[config.mk]
export PLATFORM = sky130hd
export DESIGN_NAME = ps2_mouse_packet_rx
export DESIGN_NICKNAME = d
export VERILOG_FILES = /design/src/rtl/ps2_mouse_packet_rx.sv
export SDC_FILE = /design/constraint.sdc
export NUM_CORES = 1
export LEC_CHECK = 0
export CAP_MARGIN = 5
export CORE_MARGIN = 8
export CORE_UTILIZATION = 50
export DETAILED_ROUTE_END_ITERATION = 6
export GPL_TIMING_DRIVEN = 0
export PLACE_DENSITY = 0.71
export SETUP_SLACK_MARGIN = 0.3
export SLEW_MARGIN = 10
export SYNTH_ARGS = -nofsm -noshare
export SYNTH_HDL_FRONTEND = slang
export SYNTH_SLANG_ARGS = --single-unit
export TNS_END_PERCENT = 30
[constraint.sdc]
create_clock -name clock_100Mhz -period 7.8 [get_ports clock_100Mhz]
set_clock_uncertainty 0.05 [all_clocks]
set_input_delay 1.56 -clock clock_100Mhz [delete_from_list [all_inputs] [get_ports clock_100Mhz]]
set_output_delay 1.56 -clock clock_100Mhz [all_outputs]
set_load 0.02 [all_outputs]
[src/rtl/ps2_mouse_packet_rx.sv]
// PS/2 mouse receiver: pin conditioning, 11-bit framing and 3-byte packet alignment with valid/ack.
// Optional build macro PS2_PARITY_CHECK_EN enables odd-parity rejection of received bytes.
module ps2_mouse_packet_rx #(
  parameter int SYNC_STAGES    = 2,
  parameter int FILTER_LEN     = 8,
  parameter int TIMEOUT_CYCLES = 200000
) (
  input  logic       clock_100Mhz,
  input  logic       reset,
  input  logic       Mouse_Clk,
  input  logic       Mouse_Data,
  input  logic       packet_ack,
  output logic       packet_valid,
  output logic [7:0] status_byte,
  output logic [8:0] x_delta,
  output logic [8:0] y_delta,
  output logic       frame_error,
  output logic       overrun
);

  localparam int FW = $clog2(FILTER_LEN + 1);
  localparam int TW = $clog2(TIMEOUT_CYCLES + 1);

  typedef enum logic [1:0] {IDLE, DATA, PARITY, STOP} state_t;

  logic [SYNC_STAGES-1:0] clk_sync, dat_sync;
  logic                   clk_s, dat_s;
  logic [FW-1:0]          flt_cnt;
  logic                   filt, filt_d, fall;
  logic [TW-1:0]          tmo_cnt;
  logic                   busy, timeout;

  state_t                 state_q, state_d;
  logic [7:0]             shift_q;
  logic [2:0]             bit_cnt_q;
  logic                   frame_ok, byte_ok, byte_bad;

  logic [1:0]             idx_q;
  logic [7:0]             byte0_q, byte1_q;
  logic                   align_drop, pkt_done;

  // Idle PS/2 lines float high, so the synchronisers reset to 1 to avoid a spurious edge.
  always_ff @(posedge clock_100Mhz or posedge reset) begin
    if (reset) begin
      clk_sync <= '1;
      dat_sync <= '1;
    end else begin
      // NOTE: sequential state uses non-blocking assignments so every flop samples pre-edge values.
      clk_sync <= {clk_sync[SYNC_STAGES-2:0], Mouse_Clk};
      dat_sync <= {dat_sync[SYNC_STAGES-2:0], Mouse_Data};
    end
  end

  assign clk_s = clk_sync[SYNC_STAGES-1];
  assign dat_s = dat_sync[SYNC_STAGES-1];

  always_ff @(posedge clock_100Mhz or posedge reset) begin
    if (reset) begin
      flt_cnt <= '0;
      filt    <= 1'b1;
      filt_d  <= 1'b1;
      fall    <= 1'b0;
    end else begin
      if (clk_s == filt) begin
        flt_cnt <= '0;
      end else if (flt_cnt == FW'(FILTER_LEN - 1)) begin
        filt    <= clk_s;
        flt_cnt <= '0;
      end else begin
        flt_cnt <= flt_cnt + 1'b1;
      end
      filt_d <= filt;
      fall   <= filt_d & ~filt;
    end
  end

  // Counter saturates, so an expired idle period raises at most one timeout.
  always_ff @(posedge clock_100Mhz or posedge reset) begin
    if (reset) begin
      tmo_cnt <= '0;
    end else if (fall) begin
      tmo_cnt <= '0;
    end else if (tmo_cnt != TW'(TIMEOUT_CYCLES)) begin
      tmo_cnt <= tmo_cnt + 1'b1;
    end
  end

  assign busy    = (state_q != IDLE) || (idx_q != 2'd0);
  assign timeout = busy && !fall && (tmo_cnt == TW'(TIMEOUT_CYCLES));

  always_ff @(posedge clock_100Mhz or posedge reset) begin
    if (reset) state_q <= IDLE;
    else       state_q <= state_d;
  end

  always_comb begin
    // NOTE: a default before any branch keeps combinational blocks free of inferred latches.
    state_d = state_q;
    if (timeout) begin
      state_d = IDLE;
    end else if (fall) begin
      case (state_q)
        IDLE:    if (!dat_s) state_d = DATA;
        DATA:    if (bit_cnt_q == 3'd7) state_d = PARITY;
        PARITY:  state_d = STOP;
        STOP:    state_d = IDLE;
        default: state_d = IDLE;
      endcase
    end
  end

  always_ff @(posedge clock_100Mhz or posedge reset) begin
    if (reset) begin
      shift_q   <= 8'h00;
      bit_cnt_q <= 3'd0;
    end else if (fall) begin
      case (state_q)
        IDLE: bit_cnt_q <= 3'd0;
        DATA: begin
          shift_q   <= {dat_s, shift_q[7:1]};
          bit_cnt_q <= bit_cnt_q + 3'd1;
        end
        default: ;
      endcase
    end
  end

`ifdef PS2_PARITY_CHECK_EN
  logic parity_q;

  always_ff @(posedge clock_100Mhz or posedge reset) begin
    if (reset)                          parity_q <= 1'b0;
    else if (fall && state_q == PARITY) parity_q <= dat_s;
  end

  assign frame_ok = dat_s && (^{shift_q, parity_q});
`else
  assign frame_ok = dat_s;
`endif

  always_comb begin
    byte_ok  = 1'b0;
    byte_bad = 1'b0;
    if (fall && state_q == STOP) begin
      if (frame_ok) byte_ok  = 1'b1;
      else          byte_bad = 1'b1;
    end
  end

  // Byte 0 always carries bit 3 set; anything else at index 0 is a misaligned stream.
  assign align_drop = byte_ok && (idx_q == 2'd0) && !shift_q[3];
  assign pkt_done   = byte_ok && (idx_q == 2'd2);

  always_ff @(posedge clock_100Mhz or posedge reset) begin
    if (reset) begin
      idx_q   <= 2'd0;
      byte0_q <= 8'h00;
      byte1_q <= 8'h00;
    end else if (timeout) begin
      idx_q <= 2'd0;
    end else if (byte_ok && !align_drop) begin
      case (idx_q)
        2'd0: begin byte0_q <= shift_q; idx_q <= 2'd1; end
        2'd1: begin byte1_q <= shift_q; idx_q <= 2'd2; end
        default: idx_q <= 2'd0;
      endcase
    end
  end

  always_ff @(posedge clock_100Mhz or posedge reset) begin
    if (reset) begin
      packet_valid <= 1'b0;
      status_byte  <= 8'h00;
      x_delta      <= 9'h000;
      y_delta      <= 9'h000;
      frame_error  <= 1'b0;
      overrun      <= 1'b0;
    end else begin
      frame_error <= byte_bad | align_drop | timeout;
      overrun     <= pkt_done & packet_valid & ~packet_ack;
      if (pkt_done) begin
        packet_valid <= 1'b1;
        status_byte  <= byte0_q;
        x_delta      <= {byte0_q[4], byte1_q};
        y_delta      <= {byte0_q[5], shift_q};
      end else if (packet_ack) begin
        packet_valid <= 1'b0;
      end
    end
  end

endmodule

==> flow_summary.yaml, run 1 <==
timing:
  layout_min_cycle_time_ns: 3.03
  max_freq_ghz: 0.330
  slew_violations: 0
  setup_viol: 0
  finalCritPeriodShare: 0.388
  worst_pin_slew_ns: 0.691
  hold_violations: 0
  setup-tns-final_ns: 0
  slew-limit-headroom: 0.537
  rsz0062_at_grt: "no"
route:
  dr.first_iter.drc_count: 100
  drcViolationCount: 0
  wl_um: 6190
  first_pass_iters: 4
  ant_nets: 0
  wl_per_cell_um: 14.4
  vias: 2220
  viasPerCell: 5.17
synth:
  syn_nets: 294
  yosys.area.top_type: "dfrtp_1"
  ys.flop_type: "dfrtp_1"
  ys_top_cells_by_count: "dfrtp_1 (81), mux2_2 (43), nor2_1 (17)"
  synth_warnings: 0
  synth_cells: 280
  yosysTopAreaCellShare: 0.547
  synth.distinct_cells: 40
  synth_area_leaders: "dfrtp_1 (55%), mux2_2 (13%), dfstp_2 (4.3%)"
  avgSynthCellArea_um2: 13.2
  yosys.cell_count.top_type: "dfrtp_1"
  synth_edf_count: 0
  async_flop_share: 1.00
  yosysSeqAreaShare: 0.589
  syn_area_um2: 3710
  synth-seq-cells: 87
power_and_ir_drop:
  leakagePower_uw: 0.00207
  irDropWorstVdd_v: 0.000118
  cellPowerDensity_nw_per_um2: 239
final_layout:
  nNetsFinal: 339
  diodes: 0
  syn2layout_area_growth_pct: 18.8
  layout.cells.non_filler: 429
  drive_above_1_share: 0.270
clocking:
  ctsRootBufferMaster: "clkbuf_8"
  clkTransAtPathRegs_ns: 0.09
  clk_path_buf_depth: 2
  clk-insertion-delay-late_ns: 0.35
  cts_tree: "yes"
  cts.sinks: 87
  postCtsSetupBuffers: 0
  cts-resized-gates: 0
  hold_buffers: 0
  cts_made_buffers: 9
  htreeDepth: 3
setup_path:
  cp_max_fo: 3
  startpoint_type: "register"
  rr_worst_depth: 5
  endpoint_kind: "output pin"
  required_ns: 6.19
  path_class: "reg2out"
  arrival_ns: 1.42
global_routing:
  antenna_found_initial: 0
  grt_pass1_wl_um: 10600
  track_usage: 0.132
  grt_pass1_vias: 2219
  grt_overflow: 0
  grt_max_degree: 46
floorplanning:
  num_rows: 31
  coreArea_um2: 7210
  die_h_um: 102
  dieWidth_um: 102
  die-area_um2: 10400
  start_util: 0.514
  io_pins: 34
placed_design:
  dp_cells: 413
  place.detailed.hpwl_um: 4390
  finalWeightedCongestion: 0.751
  port-buffer-count: 33
flow_run:
  maxCapViolCount: 0
worst_hold_path:
  hold_depth: 0
  hp-class: "reg2reg"
status:
  outcome: "complete, no violations"
[critical path: stages (launching register included)]
cell and delay [ns]:
dfrtp_1 0.37, buf_4 0.11, clkdlybuf4s50_1 0.59
[cell type report]
cell class                 instances  area (um2)
buffer                             9        53.8
clock buffer                      10         138
clock inverter                     6        76.3
fill                             601        2810
inverter                           7        28.8
sequential                        87        2180
tap                               99         124
multi-input combinational        177        1440
timing repair buffer              34         358
[power breakdown]
group	total, uW	switching, uW	internal [uW]
Clock	327	165	162
Sequential	547	47.3	500
Combinational	181	105	76.0
[flip-flops by register name, summed over array words and instances, names as in the netlist, 3 cells and up]
register and count:
bit_cnt_q 3, byte0_q 8, byte1_q 8, flt_cnt 4, shift_q 8, status_byte 8
tmo_cnt 18, x_delta 8, y_delta 8
[layout by cell type, fill, tap and decap left out, drive strengths merged, types with 3 or more instances in the layout]
| cell | n |
|---|---|
| nand3 | 12 |
| dfrtp | 81 |
| nor2 | 17 |
| dfstp | 6 |
| a31o | 3 |
| buf | 7 |
| inv | 9 |
| a21oi | 8 |
| nand2b | 6 |
| clkbuf | 13 |
| nor2b | 5 |
| ha | 9 |
| nor3 | 10 |
| o21ai | 7 |
| clkdlybuf4s50 | 33 |
| mux2 | 50 |
| nor4 | 4 |
| xnor2 | 8 |
| nand2 | 13 |
| clkinv | 3 |
| or3 | 3 |
| nor3b | 4 |
[per-stage QoR]
step	util	hold WS (ns)	worst slack [ns]	power, uW	cell area, um2
finish	0.611	0.310	4.77	1060	4410
global route	0.611	0.314	4.70	1120	4410
CTS	0.611	0.310	4.73	1070	4410
detailed placement	0.581	0.298	5.05	739	4190
global placement	0.577	0.296	2.59	728	4160
floorplan	-	0.295	3.95	690	3710
[routing by layer]
metal / track usage / vias to the layer above / part of all wire
li1: - / 1076 / -
met5: 0 / - / 0
met1: 0.173 / 1105 / 0.49
met2: 0.193 / 32 / 0.46
met4: 0.0813 / 0 / 0.016
met3: 0.0293 / 7 / 0.036
[path summary, 6_finish.rpt]
check | to | from | slack [ns]
min in group asynchronous | flt_cnt[0] | reset | 1.56
hold reg to reg | dat_sync[1] | dat_sync[0] | 0.31
max in group asynchronous | dat_sync[0] | reset | 5.50
setup reg to reg | x_delta[6] | state_q[1] | 5.71
setup / recovery | y_delta[8] | status_byte[5] | 4.77
hold / removal | dat_sync[1] | dat_sync[0] | 0.31
[kinds of logic after synthesis]
group	synth area share
compound gates	0.0452
simple gates	0.129
mux	0.162
xor+xnor	0.0236
buf+inv	0.0216
fa+ha+maj	0.0304
flops	0.589
No activity file was read; power rests on OpenSTA's default activity.
==> inputs of run 2 (changes only) <==
==> constraint.sdc (replaced) <==
create_clock -name clock_100Mhz -period 3.16 [get_ports clock_100Mhz]
set_clock_uncertainty 0.05 [all_clocks]
set_input_delay 0.632 -clock clock_100Mhz [delete_from_list [all_inputs] [get_ports clock_100Mhz]]
set_output_delay 0.632 -clock clock_100Mhz [all_outputs]
set_load 0.02 [all_outputs]
==> flow_summary.yaml, run 2 (same netlist as run 1, synthesis figures left out) <==
timing:
  worst_hold_slack_ns: 0.309
  slew_violations: 0
  slew-limit-headroom: 0.534
  max_freq_ghz: 0.475
  setup_viol: 0
  hold_violations: 0
  layout_min_cycle_time_ns: 2.10
  finalCritPeriodShare: 0.666
  rsz0062_at_grt: "no"
  worst_pin_slew_ns: 0.696
  setup-tns-final_ns: 0
clocking:
  cts.sinks: 87
  ctsRootBufferMaster: "clkbuf_8"
  cts_made_buffers: 9
  cts-resized-gates: 0
  hold_buffers: 0
  cts_tree: "yes"
  clk_path_buf_depth: 2
  htreeDepth: 3
  postCtsSetupBuffers: 0
  clk-insertion-delay-late_ns: 0.35
  clkTransAtPathRegs_ns: 0.09
setup_path:
  cp-startpoint: "status_byte[4]"
  path_cells: "buf_4 -> clkdlybuf4s50_1"
  startpoint_type: "register"
  critPathTopFamily: "buffers and inverters"
  slowest_stage: "clkdlybuf4s50_1"
  required_ns: 2.48
  slowest_delay_ns: 0.59
  path_class: "reg2out"
  path_buf_inv: 2
  cp_max_fo: 3
  endpoint_kind: "output pin"
  arrival_ns: 1.42
  worstReg2RegStart: "state_q[1]"
floorplanning:
  die-area_um2: 10400
  num_rows: 31
  dieWidth_um: 102
  start_util: 0.514
  die_h_um: 102
  coreArea_um2: 7210
  io_pins: 34
final_layout:
  multiInputGateArea_um2: 1440
  layout_commonest_cell: "dfrtp_1"
  syn2layout_area_growth_pct: 18.3
  final_cell_mix: "dfrtp_1 (81), mux2_2 (43), clkdlybuf4s50_1 (33)"
  largest_reg_flops: 18
  register_area_um2: 2180
  regMostFlops: "tmo_cnt"
  drive_above_1_share: 0.269
  nNetsFinal: 340
  diodes: 0
  n_fill_cell: 618
global_routing:
  grt_pass1_wl_um: 11000
  grt.busiest_layer: "met1"
  antenna_found_initial: 0
  track_usage: 0.136
  use_met2: 0.193
  grt_max_degree: 41
  grt_pass1_vias: 2245
  gr-usage-met1: 0.194
  use_met3: 0.0354
  grt_overflow: 0
route:
  wl_per_cell_um: 14.9
  first_pass_iters: 4
  vias: 2229
  ant_nets: 0
  dr.first_iter.drc_count: 99
  viasPerCell: 5.18
  wl_um: 6410
  drcViolationCount: 0
worst_hold_path:
  min_from: "dat_sync[0]"
  hp-class: "reg2reg"
power_and_ir_drop:
  leakagePower_uw: 0.00205
  irDropWorstVdd_v: 0.000299
  cellPowerDensity_nw_per_um2: 576
status:
  outcome: "complete, no violations"
flow_run:
  maxCapViolCount: 0
placed_design:
  port-buffer-count: 33
  place.detailed.hpwl_um: 4480
  finalWeightedCongestion: 0.767
## run 2: final cells by class
cell class	instances	area share
Timing Repair Buffer	35	0.0845
Tap cell	99	0.0282
Clock buffer	10	0.0291
Sequential cell	87	0.498
Inverter	7	0.00685
Clock inverter	6	0.0117
Buffer	9	0.0123
Multi-Input combinational cell	177	0.329
## run 2: worst reg2reg max path: stages (launching register included)
cell,delay (ns)
dfrtp_1,0.42
ha_1,0.21
nand3_2,0.16
nor3b_2,0.47
buf_4,0.29
mux2_2,0.35
## run 2: power breakdown
| part | total [uW] | switching (uW) | internal (uW) | leakage [uW] |
|---|---|---|---|---|
| sequential | 1350 | 118 | 1230 | 0.00118 |
| clock | 710 | 412 | 297 | 0.0000879 |
| combinational | 464 | 273 | 191 | 0.000785 |
| total | 2520 | 803 | 1720 | 0.00205 |
## run 2: stage by stage
| step | cell area, um2 | setup slack (ns) | power (uW) | utilization | std cells |
|---|---|---|---|---|---|
| after floorplan | 3710 | 1.36 | 1700 | - | 280 |
| after global placement | 4170 | 0.558 | 1800 | 0.578 | 412 |
| after detailed placement | 4210 | 1.07 | 1830 | 0.583 | 414 |
| after CTS | 4390 | 1.02 | 2550 | 0.608 | 430 |
| after global routing | 4390 | 0.955 | 2680 | 0.608 | 430 |
| final | 4390 | 1.06 | 2520 | 0.608 | 430 |
## run 2: worst paths after layout
check	to	slack [ns]	depth (start not counted)
worst max-delay path	x_delta[8]	1.06	2
worst min-delay path	dat_sync[1]	0.31	0
worst max register to register	x_delta[3]	1.11	5
worst min register to register	dat_sync[1]	0.31	0
max in group asynchronous	filt	1.89	3
min in group asynchronous	x_delta[3]	0.61	2
## run 2: routing by layer
layer / up-vias / routed length (um)
met1: 1108 / 3210
met5: - / 0
met3: 6 / 224
li1: 1085 / -
met4: 0 / 75
met2: 30 / 2900
==> inputs of run 3 (changes only) <==
--- a/config.mk
+++ b/config.mk
@@ -10,7 +10,7 @@
 export CORE_UTILIZATION = 50
 export DETAILED_ROUTE_END_ITERATION = 6
 export GPL_TIMING_DRIVEN = 0
-export PLACE_DENSITY = 0.71
+export PLACE_DENSITY = 0.74
 export SETUP_SLACK_MARGIN = 0.3
 export SLEW_MARGIN = 10
 export SYNTH_ARGS = -nofsm -noshare
==> constraint.sdc (replaced) <==
create_clock -name clock_100Mhz -period 1.9 [get_ports clock_100Mhz]
set_clock_uncertainty 0.05 [all_clocks]
set_input_delay 0.38 -clock clock_100Mhz [delete_from_list [all_inputs] [get_ports clock_100Mhz]]
set_output_delay 0.38 -clock clock_100Mhz [all_outputs]
set_load 0.02 [all_outputs]
==> flow_summary.yaml, run 3 (same netlist as run 1, synthesis figures left out) <==
worst_hold_path:
  hp-class: "reg2reg"
global_routing:
  track_usage: 0.151
  antenna_found_initial: 0
  grt_overflow: 0
  grt_max_degree: 34
  grt_pass1_wl_um: 12200
  grt_pass1_vias: 2450
timing:
  setup-tns-final_ns: 0
  worst_pin_slew_ns: 0.556
  worst_hold_slack_ns: 0.308
  layout_min_cycle_time_ns: 1.80
  finalCritPeriodShare: 0.948
  max_freq_ghz: 0.555
  slew-limit-headroom: 0.629
  slew_violations: 0
  hold_violations: 0
  rsz0062_at_grt: "yes"
  setup_viol: 0
floorplanning:
  dieWidth_um: 102
  num_rows: 31
  coreArea_um2: 7210
  io_pins: 34
  die-area_um2: 10400
  die_h_um: 102
  start_util: 0.514
clocking:
  clk_path_buf_depth: 2
  hold_buffers: 0
  cts_tree: "yes"
  clk-insertion-delay-late_ns: 0.35
  clkTransAtPathRegs_ns: 0.09
  cts.sinks: 87
  ctsRootBufferMaster: "clkbuf_8"
  cts_made_buffers: 9
  htreeDepth: 3
setup_path:
  slowest_delay_ns: 0.57
  path_buf_inv: 1
  critPathTopFamily: "simple AND/OR/NAND/NOR gates"
  required_ns: 2.09
  startpoint_type: "register"
  path_class: "reg2reg"
  cp_max_fo: 8
  endpoint_kind: "register"
  slowest_stage: "dfstp_2"
  arrival_ns: 1.99
  path_cells: "nand3_4 -> or4b_4 -> buf_8 -> mux2_4"
route:
  first_pass_iters: 4
  drcViolationCount: 0
  wl_um: 7630
  ant_nets: 0
  wl_per_cell_um: 16.8
  viasPerCell: 5.42
  dr.first_iter.drc_count: 131
  vias: 2461
power_and_ir_drop:
  irDropWorstVdd_v: 0.000499
  leakagePower_uw: 0.00231
  cellPowerDensity_nw_per_um2: 1000
final_layout:
  drive_above_1_share: 0.420
  syn2layout_area_growth_pct: 34.1
  largest_reg_flops: 18
  n_fill_cell: 510
  layout_commonest_cell: "dfrtp_1"
  diodes: 0
  nNetsFinal: 364
  final_cell_mix: "dfrtp_1 (73), clkdlybuf4s50_1 (29), mux2_2 (27)"
  final_core_util: 0.690
  regMostFlops: "tmo_cnt"
status:
  outcome: "complete, no violations"
placed_design:
  place.detailed.hpwl_um: 4370
  finalWeightedCongestion: 0.761
  port-buffer-count: 33
flow_run:
  maxCapViolCount: 0
[run 3: cell count changes in the layout (fill, tap and decap cells not counted), sizes merged]
cell,change
buf,+25
clkinvlp,-1
clkbuf,-2
inv,-1
clkdlybuf4s50,-4
bufinv,+3
dlymetal6s2s,+1
dlygate4sd2,+3
[run 3: path summary, 6_finish.rpt]
check | end | slack [ns] | startpoint | cells past startpoint
setup / recovery | byte0_q[5] | 0.1 | dat_sync[1] | 4
min in group asynchronous | tmo_cnt[15] | 0.36 | reset | 2
hold / removal | dat_sync[1] | 0.31 | dat_sync[0] | 0
hold reg to reg | dat_sync[1] | 0.31 | dat_sync[0] | 0
setup reg to reg | byte0_q[5] | 0.1 | dat_sync[1] | 4
max in group asynchronous | status_byte[4] | 0.68 | reset | 4
[run 3: metrics by stage]
step                instance area (um2)  total power (uW)  cells  setup slack [ns]
floorplan                          3710              2830    280             0.101
global placement                   4170              2980    412            -0.468
detailed placement                 4210              3030    414            -0.254
CTS                                4720              4680    445            0.0869
global route                       4970              5230    454            0.0582
finish                             4970              4990    454            0.0991
[run 3: report_power, final]
part | internal, uW | switching (uW) | total [uW] | leakage (uW)
Clock | 892 | 696 | 1590 | 0.000126
Combinational | 514 | 580 | 1090 | 0.00102
Sequential | 2060 | 245 | 2300 | 0.00117
Total | 3460 | 1520 | 4990 | 0.00231
[run 3: repair_timing]
action	4_1_cts	5_1_grt
buffers inserted	13	9
cloned	2	0
pin swaps	2	15
setup endpoints to repair	101	101
resized for setup	38	48
[run 3: layout make-up]
cell class | instances | area [um2] | share of cell area
plain buffers | 9 | 77.6 | 0.0156
clock buffers | 9 | 124 | 0.0249
clock inverters | 7 | 128 | 0.0257
inverters | 7 | 30.0 | 0.00604
multi-input cells | 177 | 1720 | 0.345
flip-flops and latches | 87 | 2190 | 0.441
well taps | 99 | 124 | 0.0249
repair buffers | 59 | 581 | 0.117
[run 3: layer usage]
layer | part of all wire | GRT usage | wire length (um)
met1 | 0.45 | 0.207 | 3470
met2 | 0.48 | 0.228 | 3700
met3 | 0.045 | 0.0252 | 343
met4 | 0.015 | 0.0745 | 118
met5 | 0 | 0 | 0
